[src/rtl/integer_exec_unit_pkg.sv]
// Shared types for the integer execution unit: ALU opcodes, CDB entry
// layout and result-buffer occupancy encoding.
// Optional feature macro: INT_EXEC_SKID_EN (two-entry result buffer).
package integer_exec_unit_pkg;

   localparam int XLEN  = 32;
   localparam int TAG_W = 6;

   typedef enum logic [2:0] {
      ALU_ADD = 3'd0,
      ALU_SUB = 3'd1,
      ALU_AND = 3'd2,
      ALU_OR  = 3'd3,
      ALU_XOR = 3'd4,
      ALU_SLL = 3'd5,
      ALU_SRL = 3'd6,
      ALU_SLT = 3'd7
   } alu_op_e;

   typedef struct packed {
      logic [TAG_W-1:0] tag;
      logic [XLEN-1:0]  data;
   } cdb_entry_t;

`ifdef INT_EXEC_SKID_EN
   localparam int BUF_CAP = 2;

   typedef enum logic [1:0] {
      OCC_EMPTY = 2'd0,
      OCC_HOLD  = 2'd1,
      OCC_FULL  = 2'd2
   } occ_e;
`else
   localparam int BUF_CAP = 1;

   typedef enum logic {
      OCC_EMPTY = 1'b0,
      OCC_HOLD  = 1'b1
   } occ_e;
`endif

endpackage

[src/rtl/integer_exec_unit_if.sv]
// Issue-queue handshake and CDB broadcast bundle of the integer execution
// unit. The master side is the issue queue plus CDB arbiter; the slave side
// is the execution unit.
interface integer_exec_unit_if #(
   parameter int XLEN  = 32,
   parameter int TAG_W = 6
);
   import integer_exec_unit_pkg::*;

   logic             issueque_ready;
   logic [XLEN-1:0]  issueque_rs_data;
   logic [XLEN-1:0]  issueque_rt_data;
   logic [TAG_W-1:0] issueque_rd_tag;
   alu_op_e          issueque_opcode;
   logic             issueblk_done;

   logic             cdb_req;
   logic             cdb_grant;
   logic             cdb_valid;
   logic [TAG_W-1:0] cdb_tag;
   logic [XLEN-1:0]  cdb_data;

   modport master (
      output issueque_ready, issueque_rs_data, issueque_rt_data,
             issueque_rd_tag, issueque_opcode, cdb_grant,
      input  issueblk_done, cdb_req, cdb_valid, cdb_tag, cdb_data
   );

   modport slave (
      input  issueque_ready, issueque_rs_data, issueque_rt_data,
             issueque_rd_tag, issueque_opcode, cdb_grant,
      output issueblk_done, cdb_req, cdb_valid, cdb_tag, cdb_data
   );

endinterface

[src/rtl/integer_exec_unit_int_alu.sv]
// Purely combinational integer ALU feeding the result-buffer write port.
// All results wrap modulo 2^WIDTH; shifts use the low log2(WIDTH) bits of B.
module int_alu
   import integer_exec_unit_pkg::*;
#(
   parameter int WIDTH = 32
) (
   input  alu_op_e          op,
   input  logic [WIDTH-1:0] a,
   input  logic [WIDTH-1:0] b,
   output logic [WIDTH-1:0] result
);

   localparam int SHAMT_W = $clog2(WIDTH);

   logic [SHAMT_W-1:0] shamt;

   assign shamt = b[SHAMT_W-1:0];

   // Select the operation result for the presented opcode.
   always_comb begin
      // NOTE: default assignment first so no path through the block leaves
      // result unassigned, which would otherwise infer a latch.
      result = '0;
      case (op)
         ALU_ADD: result = a + b;
         ALU_SUB: result = a - b;
         ALU_AND: result = a & b;
         ALU_OR:  result = a | b;
         ALU_XOR: result = a ^ b;
         ALU_SLL: result = a << shamt;
         ALU_SRL: result = a >> shamt;
         ALU_SLT: result = {{(WIDTH-1){1'b0}}, ($signed(a) < $signed(b))};
         default: result = '0;
      endcase
   end

endmodule

[src/rtl/integer_exec_unit.sv]
// Integer execution unit: accepts one instruction per cycle from the issue
// queue, computes the ALU result and holds it in an in-order result buffer
// until the CDB arbiter grants the bus, then broadcasts {tag, data}.
// Optional feature macro: INT_EXEC_SKID_EN grows the buffer from one to two
// entries so acceptance continues for one cycle of withheld grant.
module integer_exec_unit #(
   parameter int XLEN  = 32,
   parameter int TAG_W = 6
) (
   input logic                clk,
   input logic                reset_n,
   integer_exec_unit_if.slave bus
);
   import integer_exec_unit_pkg::*;

   typedef struct packed {
      logic [TAG_W-1:0] tag;
      logic [XLEN-1:0]  data;
   } entry_t;

   occ_e            occ;
   entry_t          head_q;
`ifdef INT_EXEC_SKID_EN
   entry_t          skid_q;
`endif
   entry_t          new_entry;
   logic [XLEN-1:0] alu_result;
   logic            has_room;
   logic            accept;
   logic            pop;

   int_alu #(.WIDTH(XLEN)) u_int_alu (
      .op     (bus.issueque_opcode),
      .a      (bus.issueque_rs_data),
      .b      (bus.issueque_rt_data),
      .result (alu_result)
   );

   assign new_entry = '{tag: bus.issueque_rd_tag, data: alu_result};

`ifdef INT_EXEC_SKID_EN
   assign has_room = (occ != OCC_FULL);
`else
   assign has_room = (occ == OCC_EMPTY);
`endif

   // A grant on an empty buffer is not a pop; a grant on a full buffer frees
   // the head slot in the same edge, so acceptance may ride on it.
   assign pop    = bus.cdb_grant && (occ != OCC_EMPTY);
   assign accept = bus.issueque_ready && (has_room || bus.cdb_grant);

   assign bus.issueblk_done = accept;
   assign bus.cdb_req       = (occ != OCC_EMPTY);
   assign bus.cdb_valid     = pop;
   // The head register is cleared whenever the buffer drains, so the CDB
   // fields read 0 while empty and depend only on state, never on inputs.
   assign bus.cdb_tag       = head_q.tag;
   assign bus.cdb_data      = head_q.data;

   // Occupancy FSM and result buffer: accept writes the tail, pop retires the head.
   always_ff @(posedge clk or negedge reset_n) begin
      if (!reset_n) begin
         // NOTE: the buffer entries are reset as well as the state, because
         // the head drives the CDB fields directly and must read 0 when empty.
         occ    <= OCC_EMPTY;
         head_q <= '0;
`ifdef INT_EXEC_SKID_EN
         skid_q <= '0;
`endif
      end else begin
         // NOTE: non-blocking assignments so every register samples the
         // pre-edge values and the shift head <= skid <= new is ordered correctly.
         case (occ)
            OCC_EMPTY: begin
               if (accept) begin
                  head_q <= new_entry;
                  occ    <= OCC_HOLD;
               end
            end
            OCC_HOLD: begin
               if (accept && pop) begin
                  head_q <= new_entry;
               end else if (pop) begin
                  head_q <= '0;
                  occ    <= OCC_EMPTY;
               end
`ifdef INT_EXEC_SKID_EN
               else if (accept) begin
                  skid_q <= new_entry;
                  occ    <= OCC_FULL;
               end
`endif
            end
`ifdef INT_EXEC_SKID_EN
            OCC_FULL: begin
               if (pop) begin
                  head_q <= skid_q;
                  if (accept) begin
                     skid_q <= new_entry;
                  end else begin
                     skid_q <= '0;
                     occ    <= OCC_HOLD;
                  end
               end
            end
`endif
            default: occ <= OCC_EMPTY;
         endcase
      end
   end

endmodule

[src/flat_wrapper.sv]
// flat-port wrapper written by rule: the top's interface ports become plain ports
module integer_exec_unit_flat import integer_exec_unit_pkg::*;
#(
   parameter int XLEN  = 32,
   parameter int TAG_W = 6
)
  (clk, reset_n, bus_issueque_ready, bus_issueque_rs_data, bus_issueque_rt_data, bus_issueque_rd_tag, bus_issueque_opcode, bus_cdb_grant, bus_issueblk_done, bus_cdb_req, bus_cdb_valid, bus_cdb_tag, bus_cdb_data);
  integer_exec_unit_if #(.XLEN(XLEN), .TAG_W(TAG_W)) bus_i ();
  input logic clk;
  input logic reset_n;
  input wire logic [$bits(bus_i.issueque_ready)-1:0] bus_issueque_ready;
  input wire logic [$bits(bus_i.issueque_rs_data)-1:0] bus_issueque_rs_data;
  input wire logic [$bits(bus_i.issueque_rt_data)-1:0] bus_issueque_rt_data;
  input wire logic [$bits(bus_i.issueque_rd_tag)-1:0] bus_issueque_rd_tag;
  input wire logic [$bits(bus_i.issueque_opcode)-1:0] bus_issueque_opcode;
  input wire logic [$bits(bus_i.cdb_grant)-1:0] bus_cdb_grant;
  output wire logic [$bits(bus_i.issueblk_done)-1:0] bus_issueblk_done;
  output wire logic [$bits(bus_i.cdb_req)-1:0] bus_cdb_req;
  output wire logic [$bits(bus_i.cdb_valid)-1:0] bus_cdb_valid;
  output wire logic [$bits(bus_i.cdb_tag)-1:0] bus_cdb_tag;
  output wire logic [$bits(bus_i.cdb_data)-1:0] bus_cdb_data;
  assign bus_i.issueque_ready = bus_issueque_ready;
  assign bus_i.issueque_rs_data = bus_issueque_rs_data;
  assign bus_i.issueque_rt_data = bus_issueque_rt_data;
  assign bus_i.issueque_rd_tag = bus_issueque_rd_tag;
  assign bus_i.issueque_opcode = bus_issueque_opcode;
  assign bus_i.cdb_grant = bus_cdb_grant;
  assign bus_issueblk_done = bus_i.issueblk_done;
  assign bus_cdb_req = bus_i.cdb_req;
  assign bus_cdb_valid = bus_i.cdb_valid;
  assign bus_cdb_tag = bus_i.cdb_tag;
  assign bus_cdb_data = bus_i.cdb_data;
  integer_exec_unit #(.XLEN(XLEN), .TAG_W(TAG_W)) u_core (.clk(clk), .reset_n(reset_n), .bus(bus_i));
endmodule
[config.mk]
export PLATFORM = sky130hd
export DESIGN_NAME = integer_exec_unit_flat
export DESIGN_NICKNAME = d
export VERILOG_FILES = /design/src/rtl/integer_exec_unit_pkg.sv /design/src/rtl/integer_exec_unit_if.sv /design/src/rtl/integer_exec_unit_int_alu.sv /design/src/rtl/integer_exec_unit.sv /design/src/flat_wrapper.sv
export SDC_FILE = /design/constraint.sdc
export NUM_CORES = 1
export LEC_CHECK = 0
export CAP_MARGIN = 5
export CELL_PAD_IN_SITES_DETAIL_PLACEMENT = 0
export CELL_PAD_IN_SITES_GLOBAL_PLACEMENT = 1
export CORE_ASPECT_RATIO = 1.25
export CORE_MARGIN = 2
export CORE_UTILIZATION = 31
export DETAILED_ROUTE_END_ITERATION = 10
export PLACE_DENSITY_LB_ADDON = 0.08
export SETUP_SLACK_MARGIN = 0.15
export SYNTH_ARGS = -nofsm -noshare
export SYNTH_HDL_FRONTEND = slang
export SYNTH_SLANG_ARGS = --single-unit
[constraint.sdc]
create_clock -name clk -period 1.48 [get_ports clk]
set_input_delay 0.148 -clock clk [delete_from_list [all_inputs] [get_ports clk]]
set_output_delay 0.148 -clock clk [all_outputs]
set_load 0.02 [all_outputs]
Word-level counts from Yosys, hierarchy flattened
Index checks and enable logic that the tools add are counted.
{ "word_totals": {"inputBits": 77, "word_cells": 36, "regBits": 39, "output_inout_bits": 41} }
{ "classes": {"addsub": 2, "bitwise": 4, "reduce_logical": 6, "n_eq_ne": 9, "n_shift": 2, "n_lt_le_gt_ge": 1, "n_mux": 9} }
{ "ops": {"columns": ["op", "n"], "rows": [
  ["$pmux W32 S8", 1],
  ["$mux W38", 3],
  ["$pmux W38 S2", 1],
  ["$add A32 B32 Y32", 1],
  ["$and A32 B32 Y32", 1],
  ["$lt A32 B32 Y1", 1],
  ["$or A32 B32 Y32", 1],
  ["$shl A32 B5 Y32", 1],
  ["$shr A32 B5 Y32", 1],
  ["$sub A32 B32 Y32", 1],
  ["$xor A32 B32 Y32", 1],
  ["$eq A3 B3 Y1 const B", 4],
  ["$eq A3 B2 Y1 const B", 2],
  ["$eq A3 B1 Y1 const B", 1],
  ["$logic_and A1 B1 Y1", 3],
  ["$logic_not A3 Y1", 1],
  ["$mux W1", 3],
  ["$ne A3 B3 Y1 const B", 1],
  ["$ne A2 B2 Y1 const B", 1],
  ["$pmux W1 S2", 1],
  ["$reduce_and A2 Y1", 1],
  ["$logic_or A1 B1 Y1", 1],
  ["$not A1 Y1", 1]
]} }

Depth between registers and ports, before layout
{ "logic_depth": {"depth_word": 6, "depth_mapped": 15, "ltp_nobuf": 13} }

Hierarchy
Synthesis repeated with hierarchy kept, for this count alone.
{ "hier_totals": {"hier_cells": 1442, "area_unflattened_um2": 10276.1} }
{ "by_module_without_submodules": {"columns": ["mod", "seq_area_each_um2", "area_per_inst_um2", "cells_per_inst", "n_inst"], "rows": [
  ["int_alu", 0.0, 8050.2, 1226, 1],
  ["integer_exec_unit", 975.9, 2225.9, 216, 1]
]} }

Least setup slack after synthesis
No wires, ideal clock.
{ "synth_path": {"path_kind": "input to register", "start": "in bus_issueque_rt_data[2]", "end": "reg u_core.head_q, in the netlist u_core.bus.cdb_data[30]", "required_ns": 1.414, "path_buffers": 4, "arrival_ns": 3.580, "setup_ns": 0.066, "cell_stages": 15, "path_slack_ns": -2.167, "path_cell_list": "buf_2 -> inv_1 -> buf_1 -> clkbuf_1 -> ha_1 -> buf_6 -> a211oi_2 -> nor2_1 -> o31a_1 -> a21o_1 -> o311ai_1 -> a31oi_1 -> a2111o_1 -> a211oi_2 -> a221o_1"} }
{ "synth_via": {"elab_chain_len": 4, "word_cells_on_any_way": 8, "cone_classes": "2 x add/sub; 2 x shift; 4 x mux"} }
{ "synth_lines": {"columns": ["item", "line_no", "source"], "rows": [
  ["from (decl)", "flat_wrapper.sv:13", "input wire logic [$bits(bus_i.issueque_rt_data)-1:0] bus_issueque_rt_data;"],
  ["$sub A32 B32 Y32, or another cell as far along", "integer_exec_unit_int_alu.sv:27", "ALU_SUB: result = a - b;"],
  ["$pmux W32 S8 *", "integer_exec_unit_int_alu.sv:25", "case (op)"],
  ["$mux W38, on equally long branches", "integer_exec_unit.sv:81, integer_exec_unit.sv:75", null],
  ["$pmux W38 S2 *", "integer_exec_unit.sv:73", "case (occ)"],
  ["to (signal assigned)", "integer_exec_unit.sv:76", "head_q <= new_entry;"],
  ["to (signal assigned)", "integer_exec_unit.sv:82", "head_q <= new_entry;"],
  ["to (decl)", "integer_exec_unit.sv:22", "entry_t head_q;"]
]} }
Every way passes the cells marked *; elsewhere a longest branch is shown, timed or not. The select of a mux whose other input is x is not followed.
A chain may end at the register's enable or synchronous reset.

Final worst setup path
{ "layout_path": {"start": "in bus_issueque_rs_data[0]", "end": "reg u_core.head_q, in the netlist u_core.bus.cdb_data[20]"} }
{ "layout_via": {"elab_chain_len": 4, "word_cells_on_any_way": 8, "cone_classes": "2 x add/sub; 2 x shift; 4 x mux"} }
{ "layout_lines": {"columns": ["item", "line_no", "source"], "rows": [
  ["from (decl)", "flat_wrapper.sv:12", "input wire logic [$bits(bus_i.issueque_rs_data)-1:0] bus_issueque_rs_data;"],
  ["$sub A32 B32 Y32, or another cell as far along", "integer_exec_unit_int_alu.sv:27", null],
  ["$pmux W32 S8 *", "integer_exec_unit_int_alu.sv:25", null],
  ["$mux W38, on equally long branches", "integer_exec_unit.sv:81, integer_exec_unit.sv:75", null],
  ["$pmux W38 S2 *", "integer_exec_unit.sv:73", null]
]} }
Marks and branches as above.

==> flow_summary.toml <==
[floorplan]
fp-row-count = 73
start_util_pct = 31.18
pin_count = 118
die_h_microns = 203.3
die_w_microns = 163.5
die_area_sq_um = 33240
core-area_sq_um = 31600

[grt]
grt_overflow = 0
grt.total_usage_pct = 36.76
grt_pass1_vias = 14260
grt_first_pass_wirelength_microns = 90340
antenna_found_initial = 2
grt_max_degree = 67

[power_and_ir_drop]
finalPower_mw = 10.77
clkPwrFrac_pct = 12.7
combPwrFrac_pct = 74.8
power_density_nw_per_um2 = 573.8
power.leakage_nw = 8.569
p_switching_mw = 4.881
internal_power_mw = 5.888
p_sw_share_pct = 45.32
peakVddDrop_mv = 0.5652
pwr-share-seq_pct = 12.4

[clock_tree]
clk_latency_ns = 0.31
cts_tree = "done"
cts_sinks = 39
clk_pin_slew_worst_paths_ns = 0.08
htree_levels = 2
cts_buffers = 5
clockRootBuffer = "clkbuf_16"
clock_path_buffers = 2

[worst_setup_path]
critical_path.top_delay_family = "compound AO/OA/AOI/OAI gates"
worst_path_max_delay_cell = "fa_2"
crit_path_start_kind = "primary input"
cp_slowest_stage_delay_ns = 0.35
crit_top_cell = "buf_4"
startpoint = "bus_issueque_rs_data[0]"
critPathBufInv = 5
worstPathCellList = "buf_12 -> clkinv_8 -> ha_4 -> inv_2 -> fa_2 -> nor3b_4 -> o31ai_4 -> a311oi_2 -> buf_4 -> a211oi_4 -> buf_4 -> nor2_2 -> nor2_1 -> mux2_4 -> a221oi_4 -> o21ai_1"
critPathKind = "in -> reg"
cp.arrival_ns = 2.98
crit-reg2reg-launch = "u_core.bus.cdb_req"
cp_data_required_time_ns = 1.68
cp_max_fo = 3
end_kind = "flop"

[place]
place_ws_ns = -2.399
post-dp-hpwl_microns = 48600
port_buffers = 117
dp.cells = 2353
gp_congestion = 1.008

[timing]
rsz0062_at_grt = "true"
min_period_ns = 2.785
period_share_pct = 188.2
slew_viol_final = 0
hold_viol = 0
setup_viol = 33
tightest_slew_ns = 0.7626
slew_headroom_pct = 49.16
fmax_mhz = 359.1
clock_skew_ns = 0.008277
fin_ws_ns = -1.305
fin_tns_setup_ns = -31.11

[yosys]
postSynthCellCount = 1394
synth_top_area_cell = "ha_1"
yosysSeqAreaShare_pct = 9.904
syn_area_sq_um = 9854
synth-seq-cells = 39
postSynth.asyncResetShare_pct = 100.0
synth.net_count = 1570
synth_top_flop_cell = "dfrtp_1"
ys_warn_count = 0
synth_top_area_share_pct = 12.32
ys_types = 77
syn_area_per_cell_sq_um = 7.069
synth_area_leaders = "ha_1 (12%), dfrtp_1 (9.9%), a21oi_1 (8.3%), mux4_2 (8.0%), o21ai_0 (5.8%)"
synth-edff-count = 0

[finish]
postLayoutCoreUtil_pct = 59.38
nFillCells = 3026
stdcell_count = 2488
drive_gt1_share_pct = 51.57
nets = 2250
area_growth_pct = 90.44

[outcome]
status = "finished, violations left"
violations = "negative setup slack"

[drt]
wirelength_microns = 62090
routedWlPerCell_microns = 24.95
route.vias.total = 14280
dr.pass1.iters = 5
viasPerCell = 5.741
drtIter0Drc = 1300
drc = 0
antenna_left = 0

[flow_run]
drv_cap = 0

[worst_hold_path]
hp-class = "in -> async"
## worst reg2reg max path, stage by stage, from the launching register on
cell and delay, ns:
dfrtp_2 0.42, inv_1 0.09, a21oi_4 0.09, a22o_1 0.26
a221oi_1 0.22, o21ai_0 0.12, a21oi_1 0.14, buf_4 0.15
a31oi_2 0.10
## final timing paths
check	endpoint	slack, ns	cells after the start
worst max-delay path	u_core.bus.cdb_data[20]	-1.30	16
worst min-delay path	u_core.bus.cdb_tag[2]	0.34	3
worst max register to register	u_core.bus.cdb_data[24]	-0.26	8
worst min register to register	u_core.bus.cdb_data[1]	0.47	1
max in group asynchronous	u_core.bus.cdb_req	0.90	3
min in group clk	u_core.bus.cdb_tag[4]	0.46	2
## synth_stat cells (all sizes together), types with 7 or more instances
cell type,number
a211oi,26
a21o,9
a21oi,165
a221oi,20
a222oi,8
a22o,15
a22oi,7
a31oi,20
and3,7
buf,44
clkbuf,62
dfrtp,39
ha,97
inv,112
mux2,8
mux2i,44
mux4,35
nand2,135
nand2b,11
nand3,21
nor2,129
nor2b,15
nor3,28
nor4,9
o211ai,24
o21a,9
o21ai,117
o21bai,8
o221ai,14
o22ai,21
o31ai,12
or3,9
xnor2,24
xor2,7
## logic make-up after synthesis
logic type | after synthesis | synth area share [%]
DFF | 39 | 9.904
buffers and inverters | 220 | 8.875
and+or+nand+nor | 390 | 17.58
AOI/OAI and AO/OA | 528 | 34.78
muxes | 87 | 13.38
xor gates and xnor gates | 31 | 2.755
adders and majority gates | 99 | 12.72
## cell type report
class                   count  area [sq um]  area share (%)
multi-input cells        1135          9853           52.50
well taps                 412         515.5           2.747
diodes                      1         2.502         0.01333
inverters                 114         519.2           2.767
clock buffers               5         125.1          0.6667
flip-flops and latches     39         977.2           5.207
clock inverters             3         43.79          0.2333
repair buffers            779          6730           35.86
## through the flow
stage / hold slack, ns / area, sq um
after global routing: 0.3940 / 18760
final: 0.3411 / 18770
after floorplan: -0.1476 / 10170
after detailed placement: 0.1419 / 15330
after CTS: 0.3454 / 18090
after global placement: 0.1451 / 15330
## power groups by stage
| stage | sequential (mW) | combinational [mW] | clock [mW] |
|---|---|---|---|
| after global placement | 1.36 | 6.43 | 0 |
| after detailed placement | 1.37 | 6.43 | 0 |
| after floorplan | 1.54 | 2.79 | 0 |
| after global routing | 1.36 | 8.46 | 1.43 |
| final | 1.34 | 8.06 | 1.37 |
| after CTS | 1.34 | 7.56 | 1.38 |
## flip-flops by register name, summed over array words and instances, names as in the netlist
signal,flops
u_core.bus.cdb_tag,6
u_core.bus.cdb_data,32
u_core.bus.cdb_req,1
## timing repair
| action | 4_1_cts | 5_1_grt |
|---|---|---|
| endpoints found under the hold margin | 39 | 0 |
| pin swaps | 151 | 77 |
| resized for setup | 631 | 152 |
| gates cloned | 6 | 0 |
| endpoints found under the setup margin | 79 | 42 |
| buffers inserted | 88 | 31 |
| hold buffers | 1 | 0 |
## cell usage in the layout, fill, tap and decap left out, types with 20 or more instances in the layout
master           Yosys  routed
mux2i_1             44      33
ha_1                97      51
a21oi_1            164     127
o211ai_1            24      24
buf_6                3      80
o21ai_1              2      31
buf_2               18      23
nand2_1            135     126
nor3_1              28      22
a21oi_2              1      28
inv_2                1      30
buf_12               0      21
xnor2_1             24      22
dfrtp_1             39      38
clkdlybuf4s50_1      0      21
ha_4                 0      33
buf_4                1     559
o21ai_2              0      20
mux4_2              35      35
dlygate4sd2_1        0      41
o21ai_0            115      62
inv_1              111      62
nor2_1             129     114
## per-layer routing
layer	up-vias	global-route usage, %	part of all wire, %
met1	6966	49.14	42
li1	6517	-	-
met3	152	4.251	7.0
met5	-	0	0
met2	648	61.17	47
met4	0	12.78	4.3
(Power assumes the default switching activity.)
